===== src/rtl/ctrl_pkg.sv =====
// ctrl_pkg: shared types and constants for the instruction controller.
//   state_t  - controller FSM states
//   alu_op_t - ALU function encodings driven on alu_op
//   ctrl_t   - decoded control bundle produced by instr_decode
//   map_reg  - 3-bit instruction register field to register-file select
package ctrl_pkg;

  typedef enum logic [2:0] {
    ST_FETCH  = 3'd0,
    ST_DECODE = 3'd1,
    ST_IMM    = 3'd2,
    ST_EXEC   = 3'd3,
    ST_HALT   = 3'd4
  } state_t;

  typedef enum logic [2:0] {
    ALU_ADD = 3'd0,
    ALU_SUB = 3'd1,
    ALU_AND = 3'd2,
    ALU_XOR = 3'd3,
    ALU_OR  = 3'd4
  } alu_op_t;

  // Opcodes with a fixed encoding
  localparam logic [7:0] OP_NOP   = 8'h00;
  localparam logic [7:0] OP_INR_A = 8'h3C;
  localparam logic [7:0] OP_MVI_A = 8'h3E;
  localparam logic [7:0] OP_HLT   = 8'h76;

  // Register-file selects
  localparam logic [2:0] SEL_A   = 3'd0;
  localparam logic [2:0] SEL_ONE = 3'd7;  // port 2 only: constant 1

  // Memory-operand field value, not supported by this controller
  localparam logic [2:0] SSS_M = 3'b110;

  typedef struct packed {
    logic       en_a;    // load A from write-data path
    logic       st_alu;  // load A from ALU result
    logic       wr_src;  // 0 = imm_data, 1 = register port 1
    logic [2:0] op1;
    logic [2:0] op2;
    alu_op_t    alu;
    logic       ill;
  } ctrl_t;

  // B,C,D,E,H,L -> 1..6, A -> 0. The M code (110) has no register and
  // returns 0; callers flag it as illegal before using the result.
  function automatic logic [2:0] map_reg(input logic [2:0] sss);
    logic [2:0] sel;
    case (sss)
      3'b000:  sel = 3'd1;
      3'b001:  sel = 3'd2;
      3'b010:  sel = 3'd3;
      3'b011:  sel = 3'd4;
      3'b100:  sel = 3'd5;
      3'b101:  sel = 3'd6;
      default: sel = SEL_A;
    endcase
    return sel;
  endfunction

endpackage


===== src/rtl/instr_ctrl_if.sv =====
// instr_ctrl_if: instruction-fetch bus between the controller and memory.
//   mem_addr  - fetch address (controller -> memory)
//   mem_rd    - fetch request, held until mem_ready (controller -> memory)
//   mem_data  - fetched byte, valid with mem_ready (memory -> controller)
//   mem_ready - fetch completion (memory -> controller)
interface instr_ctrl_if;
  logic [15:0] mem_addr;
  logic        mem_rd;
  logic [7:0]  mem_data;
  logic        mem_ready;

  modport master (output mem_addr, mem_rd, input mem_data, mem_ready);
  modport slave  (input mem_addr, mem_rd, output mem_data, mem_ready);
endinterface


===== src/rtl/instr_decode.sv =====
// instr_decode: purely combinational opcode-to-control decode.
//   ir   - instruction register (opcode byte)
//   ctrl - control bundle the controller applies during EXEC
// Unsupported opcodes and any M operand yield ill=1 with no strobes.
module instr_decode
  import ctrl_pkg::*;
(
  input  logic [7:0] ir,
  output ctrl_t      ctrl
);

  logic alu_ok;

  always_comb begin
    // NOTE: every output gets a default before the case so no path can
    // leave a value unassigned and infer a latch.
    ctrl   = '0;
    alu_ok = 1'b1;

    casez (ir)
      8'b01111???: begin  // MOV A,r
        if (ir[2:0] == SSS_M) begin
          ctrl.ill = 1'b1;
        end else begin
          ctrl.en_a   = 1'b1;
          ctrl.wr_src = 1'b1;
          ctrl.op1    = map_reg(ir[2:0]);
        end
      end

      OP_MVI_A: begin
        ctrl.en_a   = 1'b1;
        ctrl.wr_src = 1'b0;
      end

      OP_INR_A: begin
        ctrl.op1    = SEL_A;
        ctrl.op2    = SEL_ONE;
        ctrl.alu    = ALU_ADD;
        ctrl.st_alu = 1'b1;
      end

      OP_NOP: ;

      8'b10??????: begin  // ALU group, ooo in ir[5:3]
        case (ir[5:3])
          3'b000:  ctrl.alu = ALU_ADD;
          3'b010:  ctrl.alu = ALU_SUB;
          3'b100:  ctrl.alu = ALU_AND;
          3'b101:  ctrl.alu = ALU_XOR;
          3'b110:  ctrl.alu = ALU_OR;
          default: alu_ok = 1'b0;  // ADC/SBB/CMP not supported
        endcase
        if (alu_ok && ir[2:0] != SSS_M) begin
          ctrl.op1    = SEL_A;
          ctrl.op2    = map_reg(ir[2:0]);
          ctrl.st_alu = 1'b1;
        end else begin
          ctrl.alu = ALU_ADD;
          ctrl.ill = 1'b1;
        end
      end

      default: ctrl.ill = 1'b1;
    endcase
  end

endmodule


===== src/rtl/instr_ctrl.sv =====
// instr_ctrl: fetch/decode/execute controller for an 8-bit accumulator core.
//   clk, rst        - clock, asynchronous active-high reset
//   mem             - fetch bus (instr_ctrl_if.master)
//   op1_select      - register-file port-1 select
//   op2_select      - register-file port-2 select (7 = constant 1)
//   alu_op          - ALU function
//   enable_reg_a    - strobe: load A from write-data path
//   store_alu_a_reg - strobe: load A from ALU result
//   wr_src          - write-data source (0 = imm_data, 1 = port 1)
//   imm_data        - immediate byte of MVI
//   halted          - high in HALT
//   illegal         - one-cycle pulse on an unsupported opcode
// Timing with mem_ready high: FETCH, DECODE, EXEC for one-byte opcodes;
// MVI adds two IMM cycles (fetch the byte, then present it on imm_data
// for a full cycle before the write strobe).
module instr_ctrl
  import ctrl_pkg::*;
#(
  parameter logic [15:0] RESET_PC = 16'h0000
) (
  input  logic                clk,
  input  logic                rst,
  instr_ctrl_if.master        mem,
  output logic [2:0]          op1_select,
  output logic [2:0]          op2_select,
  output logic [2:0]          alu_op,
  output logic                enable_reg_a,
  output logic                store_alu_a_reg,
  output logic                wr_src,
  output logic [7:0]          imm_data,
  output logic                halted,
  output logic                illegal
);

  state_t      state, state_next;
  logic [15:0] pc;
  logic [7:0]  ir;
  logic        imm_loaded;  // IMM byte captured, next cycle goes to EXEC
  ctrl_t       ctrl;

  instr_decode u_decode (
    .ir   (ir),
    .ctrl (ctrl)
  );

  // The address only matters while mem_rd is high; driving the PC at all
  // times keeps it stable across a stalled fetch.
  assign mem.mem_addr = pc;

  // NOTE: sequential state uses non-blocking assignments so every register
  // samples pre-edge values regardless of statement order.
  always_ff @(posedge clk or posedge rst) begin
    if (rst) begin
      state      <= ST_FETCH;
      pc         <= RESET_PC;
      ir         <= 8'h00;
      imm_data   <= 8'h00;
      imm_loaded <= 1'b0;
    end else begin
      state <= state_next;
      if (state == ST_FETCH && mem.mem_ready) begin
        ir <= mem.mem_data;
        pc <= pc + 16'd1;  // wraps FFFF -> 0000
      end
      if (state == ST_IMM) begin
        if (imm_loaded) begin
          imm_loaded <= 1'b0;
        end else if (mem.mem_ready) begin
          imm_data   <= mem.mem_data;
          pc         <= pc + 16'd1;
          imm_loaded <= 1'b1;
        end
      end
    end
  end

  always_comb begin
    state_next      = state;
    mem.mem_rd      = 1'b0;
    op1_select      = SEL_A;
    op2_select      = SEL_A;
    alu_op          = ALU_ADD;
    enable_reg_a    = 1'b0;
    store_alu_a_reg = 1'b0;
    wr_src          = 1'b0;
    halted          = 1'b0;
    illegal         = 1'b0;

    case (state)
      ST_FETCH: begin
        mem.mem_rd = 1'b1;
        if (mem.mem_ready) state_next = ST_DECODE;
      end

      ST_DECODE: begin
        if (ir == OP_MVI_A)   state_next = ST_IMM;
        else if (ir == OP_HLT) state_next = ST_HALT;
        else                   state_next = ST_EXEC;
      end

      ST_IMM: begin
        if (imm_loaded) begin
          state_next = ST_EXEC;
        end else begin
          mem.mem_rd = 1'b1;
        end
      end

      ST_EXEC: begin
        op1_select      = ctrl.op1;
        op2_select      = ctrl.op2;
        alu_op          = ctrl.alu;
        enable_reg_a    = ctrl.en_a;
        store_alu_a_reg = ctrl.st_alu;
        wr_src          = ctrl.wr_src;
        illegal         = ctrl.ill;
        state_next      = ST_FETCH;
      end

      ST_HALT: halted = 1'b1;  // left only through reset

      default: state_next = ST_FETCH;
    endcase
  end

endmodule


===== src/flat_wrapper.sv =====
// flat-port wrapper written by rule: the top's interface ports become plain ports
module instr_ctrl_flat import ctrl_pkg::*;
#(
  parameter logic [15:0] RESET_PC = 16'h0000
)
  (clk, rst, op1_select, op2_select, alu_op, enable_reg_a, store_alu_a_reg, wr_src, imm_data, halted, illegal, mem_mem_addr, mem_mem_rd, mem_mem_data, mem_mem_ready);
  instr_ctrl_if mem_i ();
  input  logic clk;
  input  logic rst;
  output logic [2:0] op1_select;
  output logic [2:0] op2_select;
  output logic [2:0] alu_op;
  output logic enable_reg_a;
  output logic store_alu_a_reg;
  output logic wr_src;
  output logic [7:0] imm_data;
  output logic halted;
  output logic illegal;
  output wire logic [$bits(mem_i.mem_addr)-1:0] mem_mem_addr;
  output wire logic [$bits(mem_i.mem_rd)-1:0] mem_mem_rd;
  input wire logic [$bits(mem_i.mem_data)-1:0] mem_mem_data;
  input wire logic [$bits(mem_i.mem_ready)-1:0] mem_mem_ready;
  assign mem_mem_addr = mem_i.mem_addr;
  assign mem_mem_rd = mem_i.mem_rd;
  assign mem_i.mem_data = mem_mem_data;
  assign mem_i.mem_ready = mem_mem_ready;
  instr_ctrl #(.RESET_PC(RESET_PC)) u_core (.clk(clk), .rst(rst), .mem(mem_i), .op1_select(op1_select), .op2_select(op2_select), .alu_op(alu_op), .enable_reg_a(enable_reg_a), .store_alu_a_reg(store_alu_a_reg), .wr_src(wr_src), .imm_data(imm_data), .halted(halted), .illegal(illegal));
endmodule

===== config.mk =====
export PLATFORM = sky130hd
export DESIGN_NAME = instr_ctrl_flat
export DESIGN_NICKNAME = d
export VERILOG_FILES = /design/src/rtl/ctrl_pkg.sv /design/src/rtl/instr_ctrl_if.sv /design/src/rtl/instr_decode.sv /design/src/rtl/instr_ctrl.sv /design/src/flat_wrapper.sv
export SDC_FILE = /design/constraint.sdc
export NUM_CORES = 1
export LEC_CHECK = 0
export CORE_MARGIN = 2
export CORE_UTILIZATION = 48
export DETAILED_ROUTE_END_ITERATION = 12
export PLACE_DENSITY = 0.79
export SETUP_SLACK_MARGIN = 0.2
export SLEW_MARGIN = 20
export SYNTH_ARGS = -nofsm -noshare
export SYNTH_HDL_FRONTEND = slang
export SYNTH_SLANG_ARGS = --single-unit

===== constraint.sdc =====
create_clock -name clk -period 2.25 [get_ports clk]
set_input_delay 0.675 -clock clk [delete_from_list [all_inputs] [get_ports clk]]
set_output_delay 0.675 -clock clk [all_outputs]
set_load 0.01 [all_outputs]

## After elaboration in Yosys (flattened, before gate mapping)

Index checks and enable logic that the tools add are counted.

- Add/subtract/negate cells: 1
- Eq/ne operators: 22
- Mux-type cells: 37
- Bitwise gates (word level): 2
- Reduce and logical (&&, ||, !) cells: 10

Operators with widths:

| operator | number |
|---|---|
| 16-bit 2-to-1 mux | 4 |
| 3-bit 2-to-1 mux | 8 |
| 3-bit one-hot mux with 4 select lines | 2 |
| 3-bit equality test, second input constant | 7 |
| 3-bit one-hot mux with 6 select lines | 1 |
| 16-bit by 1-bit adder with 16-bit output, second input constant | 1 |
| 8-bit by 6-bit equality test with 1-bit output, second input constant | 2 |
| 3-bit by 2-bit equality test with 1-bit output, second input constant | 5 |
| 1-bit 2-to-1 mux | 14 |
| 6-bit one-hot mux with 2 select lines | 1 |
| 3-bit zero test | 3 |
| 8-bit by 7-bit equality test with 1-bit output, second input constant | 1 |
| 8-bit zero test | 1 |
| 4-bit 2-to-1 mux | 2 |
| 3-bit by 1-bit equality test with 1-bit output, second input constant | 2 |
| 1-bit one-hot mux with 2 select lines | 3 |
| 3-bit one-hot mux with 2 select lines | 1 |
| 3-bit AND reduction | 2 |
| 5-bit by 4-bit equality test with 1-bit output, second input constant | 1 |
| 5-bit OR reduction | 1 |
| 3-bit inequality test, second input constant | 1 |
| 1-bit one-hot mux with 3 select lines | 1 |
| 3-bit OR reduction | 1 |
| 2-bit equality test, second input constant | 1 |
| 4 further kinds | 6 |

- Register bits: 36
- Input bits: 11
- Output and inout bits: 39
- Word-level logic and storage cells: 77

## Depth between registers and ports, before layout

- Depth in word-level cells: 8
- Mapped depth: 6
- Gate-level depth less buffers: 5

## Modules after synthesis

A second synthesis with hierarchy kept.

- Cells, all modules: 184
- Area total of the unflattened synthesis: 1,943.1 µm²

By module, submodules not included:

| module | times used | cells an instance | area an instance (µm²) | sequential area each (µm²) |
|---|---|---|---|---|
| instr_ctrl | 1 | 142 | 1,679.1 | 900.9 |
| instr_decode | 1 | 42 | 264.0 | 0.0 |

## Worst setup path before layout

OpenSTA, ideal clock, no wires.

- Path kind: register to output
- Start: register u_core.ir[6]
- End: output port op2_select[1]
- Data arrival time: 1,494 ps
- Data required time: 1,575 ps
- Setup slack: 81 ps
- Stages on the path, launching flop included: 6
- Path buffers: 1
- Path through: dfrtp_1 > clkbuf_1 > nand2b_1 > a211oi_4 > a22oi_1 > o32ai_1

- Longest elaborated chain between the ends: 3
- Elaborated cells between the ends (all ways): 4
- Classes of those cells: eq/ne: 2; mux: 2

Ends and longest elaborated chain:

| item | line | text |
|---|---|---|
| start, declared | instr_ctrl.sv:37 | `logic [7:0] ir;` |
| start signal, assigned | instr_ctrl.sv:62 | `ir <= mem.mem_data;` |
| 8-bit by 6-bit equality test with 1-bit output or 2-bit equality test (tied branches) | n/a |  |
| 6-bit one-hot mux with 2 select lines * | instr_decode.sv:20 | `casez (ir)` |
| 3-bit 2-to-1 mux * | instr_ctrl.sv:89 | `case (state)` |
| end, declared | flat_wrapper.sv:11 | `output logic [2:0] op2_select;` |

Mark *: on every way between the ends. The rest lies on a longest branch, timed or not.

## Worst setup path in the final report

- Start: register u_core.ir[7]
- End: output port op2_select[1]

The elaborated chain is that of the path after synthesis.

==> results.txt <==
----------------------------------------------------
[Drt]
  Routed vias ... between 1500 and 2000
  Met2 WL post-DR ... 2.61 mm
  Per-cell routed wire length ... between 15 and 20 um
  Post-route ant nets ... 0
  Drt first-iter violations ... just over 80
  Post-detailed-route DRC marker count ... 0
  Top layer reached by signal wires ... met4
  Met3 WL post-DR ... 259 um
  Length of the first detailed-routing pass in iterations ... 4
  M1 wire length ... 2.03 mm
  Post-detailed-routing wire length ... 5.05 mm
  Via/cell ratio ... 5.45

[STA]
  Highest Clock Rate ... 399 MHz
  Number of slew-limit violations in the final report ... 0
  Slew headroom ... 70.5%
  Slew at the pin with the worst max-slew slack ... approximately 440 ps
  Final-report hold violation count ... 0
  Unrepaired setup endpoints after global routing ... true
  Crit share post-route ... 111%
  Minimum clock period after layout ... around 2500 ps
  Clk_skew ... approximately 9.7 ps
  Final setup violation count ... 13
  Post-route setup slack ... -256 ps
  Setup_tns ... -1690 ps

[Final layout]
  Final Cell Area ... around 2900 um^2
  Signed area change from the synthesized netlist to the final layout ... 52.2%
  Layout cells sized above 1 ... 42.6%
  Post-Route Utilization ... between 70% and 80%
  Storage cell area ... ~900 um^2
  Area of combinational cells with multiple inputs ... 1010 um^2
  Net count reported at finish ... around 270
  Non-filler instance count after layout ... 306
  Antenna diode instance count ... 0
  Fill cell instance count of the final layout ... ~240
  Most frequent cells in the layout ... clkdlybuf4s50_1, dfrtp_1, buf_4

[Die]
  Die Footprint ... 4450 um^2
  Die outline width ... roughly 67 um
  Overall die height ... 66.7 um
  Std cell rows ... 22
  Initial standard-cell utilization of the core ... 50.8%
  Num ports ... 50
  Core box area ... 3720 um^2

[Worst setup path]
  Critical path endpoint category ... output port
  Slowest cell on the critical path ... dfrtp_1
  Category of the critical setup timing path ... flop to output port
  Kind of start point of the critical path ... flop
  Most Frequent Cell on Critical Path ... buf_4
  Stage delay of the slowest cell on the critical path ... 400 ps
  Cell family contributing the most delay on the critical path ... compound AO/OA/AOI/OAI gates
  Required time of the critical path ... roughly 1600 ps
  Buf+Inv Stages, Crit Path ... 3
  Largest fanout on the critical path ... 4
  Critical path, cell by cell ... buf_4 -> nand2b_4 -> a211oi_4 -> buf_4 -> a22oi_1 -> o32ai_2 -> buf_2
  Arrival time of data at the critical path endpoint ... 1830 ps

[Power and ir drop]
  Leakage dissipation ... between 1 and 1.5 nW
  IR Drop Worst-Case VDD ... ~0.76 mV
  Proportion of power drawn by the clock network ... 16.1%
  Net switching power ... 1.31 mW
  Cell area power density ... 1230 nW/um^2
  Share of total power in sequential cells ... 30.3%
  Internal power consumption ... 2.23 mW
  Comb pwr share ... 53.6%
  Switching power as a share of total power ... 37.0%

[Synthesis]
  Synthesis warning total ... 0
  Syn Std Cell Area ... 1890 um^2
  Synthesized-area fraction occupied by xor and xnor cells ... around 7.4%
  Average footprint of a synthesized cell ... 11.2 um^2
  Yosys reg bits ... 36
  Nets in the synthesized netlist ... 180
  Most instantiated flip-flop cell in the synthesis netlist ... dfrtp_1
  Library cells used by synthesis ... 42
  Ys async rst share ... 100%
  Post-synthesis compound-gate area fraction ... roughly 8.7%
  Combinational family with the most area after synthesis ... simple AND/OR/NAND/NOR gates
  Adder-cell area share of the yosys netlist ... 0.663%
  Count of flip-flops with a built-in enable after synthesis ... 0
  Fraction of the mapped netlist area in simple logic gates ... 21.3%
  Post-synthesis mux area share ... 10.1%
  Cells after synthesis ... 168
  Post-synthesis sequential area ratio ... 47.7%

[Clock network]
  Sinks on the clock net ... 36
  Htree depth ... 2
  Clock root buffer ... clkbuf_8
  Clock-pin slew reported for the worst setup and hold paths after clock tree synthesis ... ~80 ps
  Cts bufs inserted ... 5
  Maximum root-to-sink buffer count ... 2
  Clk Latency, worst-skew pair ... 290 ps
  CTS hold repair buffers ... 0
  CTS tree ... built

[Placement]
  Cell count after placement ... 282
  Dpl cell area ... 2600 um^2
  Detailed placement HPWL ... 3.28 mm
  Count of buffers from port buffering ... a little under 50
  Placement Setup Slack ... -274 ps
  Routability congestion estimate from global placement ... around 0.81

[Global route]
  Pin count of the biggest net entering global routing ... 37
  Overall overflow remaining after global route ... 0
  Overall track demand over capacity in global routing ... 25.9%
  Vias in the first global route ... 1779
  First-pass GRT wire length ... 8.67 mm
  Initial antenna violation count ... 0

[Flow run]
  Max-capacitance violation count ... 0

[Outcome]
  Result of the run ... finished with violations
  Violations in the final reports ... negative setup slack

[Hold path]
  Kind of path behind the tightest hold check ... flop to flop

----------------------------------------------------
[logic make-up after synthesis]
family,count (synthesis)
AOI/OAI and AO/OA,21
and+or+nand+nor,64
DFF,36
buffers and inverters,13
adders and majority gates,1
xor gates and xnor gates,16
muxes,17
[final timing paths]
| check | startpoint | cells after the start | end | slack (ps) |
|---|---|---|---|---|
| max in group asynchronous | rst | 3 | u_core.mem.mem_addr[4]$_DFF_PP0_ | 1130 |
| worst min register to register | u_core.mem.mem_addr[15]$_DFF_PP0_ | 1 | u_core.mem.mem_addr[15]$_DFF_PP0_ | 480 |
| worst min-delay path | u_core.mem.mem_addr[15]$_DFF_PP0_ | 1 | u_core.mem.mem_addr[15]$_DFF_PP0_ | 480 |
| worst max-delay path | u_core.ir[7]$_DFFE_PP0P_ | 7 | op2_select[1] | -260 |
| worst max register to register | u_core.state[0]$_DFFE_PP0P_ | 7 | u_core.mem.mem_addr[15]$_DFF_PP0_ | 310 |
| min in group asynchronous | rst | 3 | u_core.ir[7]$_DFFE_PP0P_ | 790 |
[per-layer routing]
metal	global-route usage (%)	up-vias
li1	-	771
met1	31.5	824
met2	43.5	56
met3	5.74	17
met4	12.2	0
met5	0	-
[sequential cells by signal (all words and copies together) (netlist names)]
signal,cells
u_core.mem.mem_addr,16
u_core.imm_loaded,1
u_core.imm_data,8
u_core.state,3
u_core.ir,8
[power by group through the flow]
stage / logic [mW] / registers, mW / clock network (mW)
final: 1.90 / 1.07 / 0.569
after floorplan: 0.868 / 1.09 / 0
after global routing: 2.03 / 1.11 / 0.610
after global placement: 1.55 / 1.05 / 0
after CTS: 1.81 / 1.06 / 0.573
after detailed placement: 1.61 / 1.07 / 0
[synthesized netlist by cell type (2+ instances only)]
cell type,number,share of area (%)
a211o_1,2,0.93
and3_1,2,0.66
nor2b_1,2,0.66
nor2_1,13,2.6
buf_6,3,1.8
xnor2_1,11,5.1
nand3_1,6,1.6
xor2_1,5,2.3
dfrtp_1,36,48
nand4_1,5,1.7
clkbuf_1,3,0.60
o21ai_0,3,0.80
buf_2,2,0.53
nand4b_1,2,0.93
nand2b_1,4,1.3
nor3b_1,2,0.80
a21oi_1,8,2.1
inv_1,4,0.80
nand2_1,11,2.2
nor3_1,4,1.1
mux2_2,16,9.5
nand3b_1,2,0.80
and4_1,3,1.4
[cell type report]
class	count	area share [%]
sequential	36	31.5
timing repair buffer	91	26.9
inverter	4	0.523
multi-input combinational	119	35.1
tap	48	2.09
clock buffer	5	2.40
clock inverter	3	1.48
[through the flow]
| stage | hold slack, ps | power, mW |
|---|---|---|
| 2_1_floorplan | 508 | 1.96 |
| 3_3_place_gp | 464 | 2.60 |
| 3_5_place_dp | 474 | 2.68 |
| 4_1_cts | 485 | 3.44 |
| 5_1_grt | 528 | 3.75 |
| 6_report | 482 | 3.54 |
[timing repair]
action / 4_1_cts / 5_1_grt
pin swaps: 12 / 8
buffers inserted: 14 / 2
endpoints found under the setup margin: 15 / 15
resized for setup: 80 / 11
[worst reg2reg max path, stage by stage, from the launching register on]
cell and delay, ps:
dfrtp_1 390, buf_6 140, a211o_1 310, buf_4 150, buf_4 130, nor4_4 390
nand4_1 160, xnor2_1 140
(Power assumes the default switching activity.)
